## config.mk

```make
export PLATFORM = sky130hd
export DESIGN_NAME = cpu_step_ctrl_flat
export DESIGN_NICKNAME = d
export VERILOG_FILES = /design/src/rtl/cpu_step_ctrl_pkg.sv /design/src/rtl/cpu_step_ctrl_if.sv /design/src/rtl/cpu_step_ctrl_debounce.sv /design/src/rtl/cpu_step_ctrl.sv /design/src/flat_wrapper.sv
export SDC_FILE = /design/constraint.sdc
export NUM_CORES = 1
export LEC_CHECK = 0
export ABC_AREA = 1
export CORE_ASPECT_RATIO = 1.25
export CORE_MARGIN = 3
export CORE_UTILIZATION = 44
export CTS_BUF_LIST = sky130_fd_sc_hd__clkbuf_4
export DETAILED_ROUTE_END_ITERATION = 16
export GPL_TIMING_DRIVEN = 0
export PLACE_DENSITY = 0.65
export SETUP_SLACK_MARGIN = 0.4
export SYNTH_ARGS = -nofsm -noshare
export SYNTH_HDL_FRONTEND = slang
export SYNTH_HIERARCHICAL = 1
export SYNTH_SLANG_ARGS = --single-unit
```

## constraint.sdc

```tcl
create_clock -name clk_fpga -period 1.95 [get_ports clk_fpga]
set_input_delay 0.39 -clock clk_fpga [delete_from_list [all_inputs] [get_ports clk_fpga]]
set_output_delay 0.39 -clock clk_fpga [all_outputs]
set_load 0.03 [all_outputs]
```

## src/rtl/cpu_step_ctrl_pkg.sv

```systemverilog
// Shared types and defaults for the CPU clock-step controller.
package step_ctrl_pkg;

    typedef enum logic [1:0] {
        IDLE   = 2'd0,
        RUN    = 2'd1,
        HALTED = 2'd2
    } state_e;

    localparam int DEF_DEBOUNCE_CYCLES = 500000;
    localparam int DEF_RUN_DIV         = 25000000;
    localparam int DEF_CNT_W           = 25;
    localparam int DEF_STEP_CNT_W      = 16;

    // True when a cnt_w-bit counter can reach max(db, div) - 1.
    function automatic bit cnt_w_ok(input int cnt_w, input int db, input int div);
        longint need;
        need = longint'((db > div) ? db : div) - longint'(1);
        return need < (longint'(1) << cnt_w);
    endfunction

endpackage

```

## src/rtl/cpu_step_ctrl_if.sv

```systemverilog
// Button/switch/halt inputs and step/status outputs of the step controller.
interface cpu_step_ctrl_if
    import step_ctrl_pkg::*;
#(
    parameter int STEP_CNT_W = DEF_STEP_CNT_W
) ();
    logic                  step_btn;
    logic                  run_sw;
    logic                  halt;
    logic                  step_en;
    logic [STEP_CNT_W-1:0] step_count;
    logic                  running;
    logic                  halted;

    modport master (
        output step_btn, run_sw, halt,
        input  step_en, step_count, running, halted
    );

    modport slave (
        input  step_btn, run_sw, halt,
        output step_en, step_count, running, halted
    );
endinterface

```

## src/rtl/cpu_step_ctrl_debounce.sv

```systemverilog
// Step button conditioning: 2-flop synchronizer, stability debounce and
// a one-cycle pulse on each rising edge of the debounced level.
module btn_debounce #(
    parameter int DEBOUNCE_CYCLES = 500000,
    parameter int CNT_W           = 25
) (
    input  logic clk_i,
    input  logic rst_i,
    input  logic btn_i,
    output logic level_o,
    output logic rise_o
);
    localparam logic [CNT_W-1:0] CNT_LAST = CNT_W'(DEBOUNCE_CYCLES - 1);

    logic             sync1_q, sync2_q;
    logic             level_q, level_d, level_prev_q;
    logic [CNT_W-1:0] cnt_q, cnt_d;

    // Any sample matching the current level restarts the stability window.
    always_comb begin
        cnt_d   = '0;
        level_d = level_q;
        if (sync2_q != level_q) begin
            if (cnt_q == CNT_LAST) level_d = sync2_q;
            else                   cnt_d   = cnt_q + CNT_W'(1);
        end
    end

    always_ff @(posedge clk_i) begin
        if (rst_i) begin
            sync1_q      <= 1'b0;
            sync2_q      <= 1'b0;
            cnt_q        <= '0;
            level_q      <= 1'b0;
            level_prev_q <= 1'b0;
        end else begin
            sync1_q      <= btn_i;
            sync2_q      <= sync1_q;
            cnt_q        <= cnt_d;
            level_q      <= level_d;
            level_prev_q <= level_q;
        end
    end

    assign level_o = level_q;
    assign rise_o  = level_q & ~level_prev_q;
endmodule

```

## src/rtl/cpu_step_ctrl.sv

```systemverilog
// Clock-enable generator for the single-cycle core: manual steps, free-run
// divider and halt latch. Optional hold-to-repeat stepping via AUTO_REPEAT_EN.
module cpu_step_ctrl
    import step_ctrl_pkg::*;
#(
    parameter int DEBOUNCE_CYCLES = DEF_DEBOUNCE_CYCLES,
    parameter int RUN_DIV         = DEF_RUN_DIV,
    parameter int CNT_W           = DEF_CNT_W,
    parameter int STEP_CNT_W      = DEF_STEP_CNT_W
) (
    input  logic           clk_fpga,
    input  logic           reset,
    cpu_step_ctrl_if.slave bus
);
    localparam bit               CNT_W_OK = cnt_w_ok(CNT_W, DEBOUNCE_CYCLES, RUN_DIV);
    localparam logic [CNT_W-1:0] DIV_LAST = CNT_W'(RUN_DIV - 1);

    state_e                state_q, state_d;
    logic                  run_s1_q, run_s2_q;
    logic [CNT_W-1:0]      div_q, div_d;
    logic                  step_en_q, step_en_d;
    logic                  running_q, running_d;
    logic                  halted_q, halted_d;
    logic [STEP_CNT_W-1:0] step_count_q;
    logic                  btn_level, step_req, rep_pulse;

    btn_debounce #(
        .DEBOUNCE_CYCLES(DEBOUNCE_CYCLES),
        .CNT_W          (CNT_W)
    ) u_btn (
        .clk_i  (clk_fpga),
        .rst_i  (reset),
        .btn_i  (bus.step_btn),
        .level_o(btn_level),
        .rise_o (step_req)
    );

`ifdef AUTO_REPEAT_EN
    logic [CNT_W-1:0] rep_q, rep_d;

    // Repeat timer restarts on the initial press pulse and on release.
    always_comb begin
        rep_d     = '0;
        rep_pulse = 1'b0;
        if (state_q == IDLE && state_d == IDLE && btn_level && !step_req) begin
            if (rep_q == DIV_LAST) rep_pulse = 1'b1;
            else                   rep_d     = rep_q + CNT_W'(1);
        end
    end

    always_ff @(posedge clk_fpga) begin
        if (reset) rep_q <= '0;
        else       rep_q <= rep_d;
    end
`else
    logic unused_btn_level;
    assign unused_btn_level = btn_level;
    assign rep_pulse        = 1'b0;
`endif

    always_ff @(posedge clk_fpga) begin
        if (reset) begin
            state_q      <= IDLE;
            run_s1_q     <= 1'b0;
            run_s2_q     <= 1'b0;
            div_q        <= '0;
            step_en_q    <= 1'b0;
            running_q    <= 1'b0;
            halted_q     <= 1'b0;
            step_count_q <= '0;
        end else begin
            assert (CNT_W_OK);
            state_q      <= state_d;
            run_s1_q     <= bus.run_sw;
            run_s2_q     <= run_s1_q;
            div_q        <= div_d;
            step_en_q    <= step_en_d;
            running_q    <= running_d;
            halted_q     <= halted_d;
            step_count_q <= step_count_q + STEP_CNT_W'(step_en_q);
        end
    end

    // Halt outranks a switch change; HALTED is left only through reset.
    always_comb begin
        state_d = state_q;
        unique case (state_q)
            IDLE:    if (bus.halt) state_d = HALTED;
                     else if (run_s2_q) state_d = RUN;
            RUN:     if (bus.halt) state_d = HALTED;
                     else if (!run_s2_q) state_d = IDLE;
            default: state_d = HALTED;
        endcase
    end

    // Pulses only fire when the state holds, so halt or a mode change wins.
    always_comb begin
        div_d     = '0;
        step_en_d = 1'b0;
        if (state_q == RUN && state_d == RUN) begin
            if (div_q == DIV_LAST) step_en_d = 1'b1;
            else                   div_d     = div_q + CNT_W'(1);
        end else if (state_q == IDLE && state_d == IDLE) begin
            step_en_d = step_req | rep_pulse;
        end
        running_d = (state_d == RUN);
        halted_d  = (state_d == HALTED);
    end

    assign bus.step_en    = step_en_q;
    assign bus.step_count = step_count_q;
    assign bus.running    = running_q;
    assign bus.halted     = halted_q;
endmodule

```

## src/flat_wrapper.sv

```systemverilog
// flat-port wrapper written by rule: the top's interface ports become plain ports
module cpu_step_ctrl_flat import step_ctrl_pkg::*;
#(
    parameter int DEBOUNCE_CYCLES = DEF_DEBOUNCE_CYCLES,
    parameter int RUN_DIV         = DEF_RUN_DIV,
    parameter int CNT_W           = DEF_CNT_W,
    parameter int STEP_CNT_W      = DEF_STEP_CNT_W
)
  (clk_fpga, reset, bus_step_btn, bus_run_sw, bus_halt, bus_step_en, bus_step_count, bus_running, bus_halted);
  cpu_step_ctrl_if #(.STEP_CNT_W(STEP_CNT_W)) bus_i ();
  input  logic clk_fpga;
  input  logic reset;
  input wire logic [$bits(bus_i.step_btn)-1:0] bus_step_btn;
  input wire logic [$bits(bus_i.run_sw)-1:0] bus_run_sw;
  input wire logic [$bits(bus_i.halt)-1:0] bus_halt;
  output wire logic [$bits(bus_i.step_en)-1:0] bus_step_en;
  output wire logic [$bits(bus_i.step_count)-1:0] bus_step_count;
  output wire logic [$bits(bus_i.running)-1:0] bus_running;
  output wire logic [$bits(bus_i.halted)-1:0] bus_halted;
  assign bus_i.step_btn = bus_step_btn;
  assign bus_i.run_sw = bus_run_sw;
  assign bus_i.halt = bus_halt;
  assign bus_step_en = bus_i.step_en;
  assign bus_step_count = bus_i.step_count;
  assign bus_running = bus_i.running;
  assign bus_halted = bus_i.halted;
  cpu_step_ctrl #(.DEBOUNCE_CYCLES(DEBOUNCE_CYCLES), .RUN_DIV(RUN_DIV), .CNT_W(CNT_W), .STEP_CNT_W(STEP_CNT_W)) u_core (.clk_fpga(clk_fpga), .reset(reset), .bus(bus_i));
endmodule
```

==> flow_metrics.env <==
export IMPL_fp_coreArea_mm2=0.00833
export IMPL_status="complete, no violations"
export IMPL_yosys_warnings=6
export IMPL_report_final_slew_viol_count=0
export IMPL_ys_seq_area_frac=0.406
export IMPL_stdcell_count=686
export IMPL_leakage_uw=0.00148
export IMPL_power_frac_clock=0.428
export IMPL_cap_violations=0
export IMPL_worstHoldPathCells=2
export IMPL_ys_types=34
export IMPL_die_area_mm2=0.00978
export IMPL_vias=3358
export IMPL_cts_buffer_depth=2
export IMPL_end_kind="register"
export IMPL_clk_pin_slew_ns=0.13
export IMPL_crit_chain="ha_2 > ha_2 > nand2_1 > inv_2 > nand2_2 > nor2_4 > nand2_1 > o21ai_0 > a21oi_1"
export IMPL_multiInputGateArea_mm2=0.00206
export IMPL_grt_overflow_total=0
export IMPL_cts_tree="yes"
export IMPL_power_density_mw_per_mm2=646
export IMPL_maxSlewHeadroom=0.707
export IMPL_htreeDepth=3
export IMPL_areaGrowthSynthToFinish_pct=16.9
export IMPL_ys_async_sr_fraction=0
export IMPL_ys_ff_latch=77
export IMPL_rsz0062_at_grt="yes"
export IMPL_setup_viol_count_final=0
export IMPL_synthTopCellsByArea="dfxtp_1 (41%), nand2_1 (13%), nor2_1 (12%)"
export IMPL_cts_buffers_inserted=9
export IMPL_worstMarginPinSlew_ns=0.440
export IMPL_yosysTopAreaCellShare=0.406
export IMPL_fmax_mhz=659
export IMPL_io_buffers=23
export IMPL_drt_wl_total_um=7980
export IMPL_ir_drop_v=0.000356
export IMPL_num_antenna_cells=0
export IMPL_cts_root_buf="clkbuf_4"
export IMPL_cts_sinks=77
export IMPL_synthMostInstantiatedCell="nand2_1"
export IMPL_synth_edf_count=0
export IMPL_track_usage=0.179
export IMPL_min_path_type="reg2reg"
export IMPL_switching_power_uw=597
export IMPL_tns_ns=0
export IMPL_finalCritPeriodShare=0.778
export IMPL_post_drt_via_cell_ratio=4.90
export IMPL_synth_top_area_cell="dfxtp_1"
export IMPL_place_inst=658
export IMPL_start_kind="register"
export IMPL_synthTopCellsByCount="nand2_1 (131), nor2_1 (120), dfxtp_1 (77)"
export IMPL_num_io_pins=24
export IMPL_synthesis_area_mm2=0.00379
export IMPL_synthesis_nets=547
export IMPL_insertion_delay_ns=0.42
export IMPL_ant_nets=0
export IMPL_worstPathRequired_ns=2.28
export IMPL_die_y_um=110
export IMPL_grt_pass1_wl_um=13700
export IMPL_drc=0
export IMPL_start_util=0.455
export IMPL_dr_first_iter_drc_count=147
export IMPL_die_w_um=89.1
export IMPL_drive_above_1_share=0.197
export IMPL_rows=37
export IMPL_gp_congestion=0.832
export IMPL_grt_pass1_vias=3283
export IMPL_post_route_util=0.533
export IMPL_path_class="reg2reg"
export IMPL_synthCells=538
export IMPL_hold_viol_final=0
export IMPL_reg2reg_depth=9
export IMPL_p_comb_frac=0.020
export IMPL_crit_arrival_ns=1.85
export IMPL_crit_path_top_delay_cell="dfxtp_2"
export IMPL_syn_mean_instance_area_um2=7.05
export IMPL_routedWlPerCell_um=11.6
export IMPL_p_int_uw=2270
export IMPL_seqCellArea_mm2=0.00155
export IMPL_layout_min_cycle_time_ns=1.52
export IMPL_final_nets=593
export IMPL_power_frac_seq=0.553
export IMPL_swShare=0.208
export IMPL_dp_hpwl_um=5900
export IMPL_max_stage_delay_ns=0.35
export IMPL_dr_pass1_iters=7
export IMPL_fin_skew_ns=0.0136
export IMPL_synth_flop_cell="dfxtp_1"
export IMPL_antenna_found_initial=0
export IMPL_nFillCells=866
export IMPL_worstPathMaxFanout=4
export IMPL_grt_max_degree=14
## stage by stage
| step | hold WS, ns | instance area [um^2] | setup slack (ns) | total power [uW] |
|---|---|---|---|---|
| finish | 0.418 | 4440 | 0.433 | 2870 |
| global route | 0.458 | 4440 | 0.317 | 2990 |
| CTS | 0.429 | 4360 | 0.343 | 2910 |
| detailed placement | 0.404 | 4150 | -0.0620 | 1670 |
| global placement | 0.390 | 4150 | -0.0435 | 1670 |
| floorplan | 0.388 | 3800 | 0.433 | 1650 |
## cells by family after synthesis
logic type                 share of synthesized area
AOI/OAI and AO/OA                             0.0732
xor gates and xnor gates                      0.0531
adders and majority gates                     0.0132
and+or+nand+nor                                0.384
buffers and inverters                         0.0699
DFF                                            0.406
## worst paths after layout
kind                                                              to  slack (ns)                       startpoint
worst max-delay path            u_core/bus.step_count[10]$_SDFF_PP0_        0.43    u_core/bus.step_en$_SDFF_PP0_
worst min-delay path                 u_core/u_btn/sync2_q$_SDFF_PP0_        0.42  u_core/u_btn/sync1_q$_SDFF_PP0_
worst max register to register  u_core/bus.step_count[10]$_SDFF_PP0_        0.43    u_core/bus.step_en$_SDFF_PP0_
worst min register to register       u_core/u_btn/sync2_q$_SDFF_PP0_        0.42  u_core/u_btn/sync1_q$_SDFF_PP0_
## per-layer routing
metal	global-route usage	wire (um)
met1	0.207	3460
met2	0.309	4000
met4	0.0936	277
met5	0	0
met3	0.0315	235
## state kept, by name (all words and copies together), names as in the netlist
| register | cells |
|---|---|
| u_core/run_s2_q | 1 |
| u_core/bus.running | 1 |
| u_core/u_btn/level_o | 1 |
| u_core/u_btn/cnt_q | 25 |
| u_core/u_btn/sync2_q | 1 |
| u_core/u_btn/level_prev_q | 1 |
| u_core/div_q | 25 |
| u_core/state_q | 2 |
| u_core/u_btn/sync1_q | 1 |
| u_core/run_s1_q | 1 |
| u_core/bus.halted | 1 |
| u_core/bus.step_en | 1 |
| u_core/bus.step_count | 16 |
## power groups by stage
stage,clock network [uW],logic [uW],registers [uW]
after floorplan,0,27.5,1620
after global placement,0,50.8,1620
after detailed placement,0,51.8,1620
after CTS,1270,53.7,1580
after global routing,1340,63.0,1590
final,1230,56.1,1580
## worst max-delay path: cells and delay by family, from the launching register on
family | cells | cell delay [ns]
AND/OR/NAND/NOR | 4 | 0.42
flip-flops | 1 | 0.35
adder cells (fa/ha/maj) | 2 | 0.34
AO/OA/AOI/OAI | 2 | 0.25
buffers and inverters | 1 | 0.08
## cells in the final DEF, fill, tap and decap left out, types with 10 or more instances in the layout
cell type and instances:
nor2_1 117, nand3_1 24, xor2_1 11, buf_2 15, buf_4 13, nand2_1 128, nor2_2 12, a21oi_1 23
dfxtp_1 68, clkbuf_4 10, inv_1 51, xnor2_1 11
## what timing repair did
action	CTS	global route
gates resized for setup	74	41
setup endpoints to repair	40	62
buffers inserted	2	10
cloned	0	0
hold buffers	0	0
pin swaps	0	7
## layout make-up
cell class / count / area share
clock inverters: 6 / 0.0251
plain buffers: 6 / 0.0155
repair buffers: 35 / 0.0550
flip-flops and latches: 77 / 0.350
well taps: 97 / 0.0273
multi-input cells: 401 / 0.464
clock buffers: 10 / 0.0169
inverters: 54 / 0.0465
Note: power is estimated with default switching activity, not from simulation.
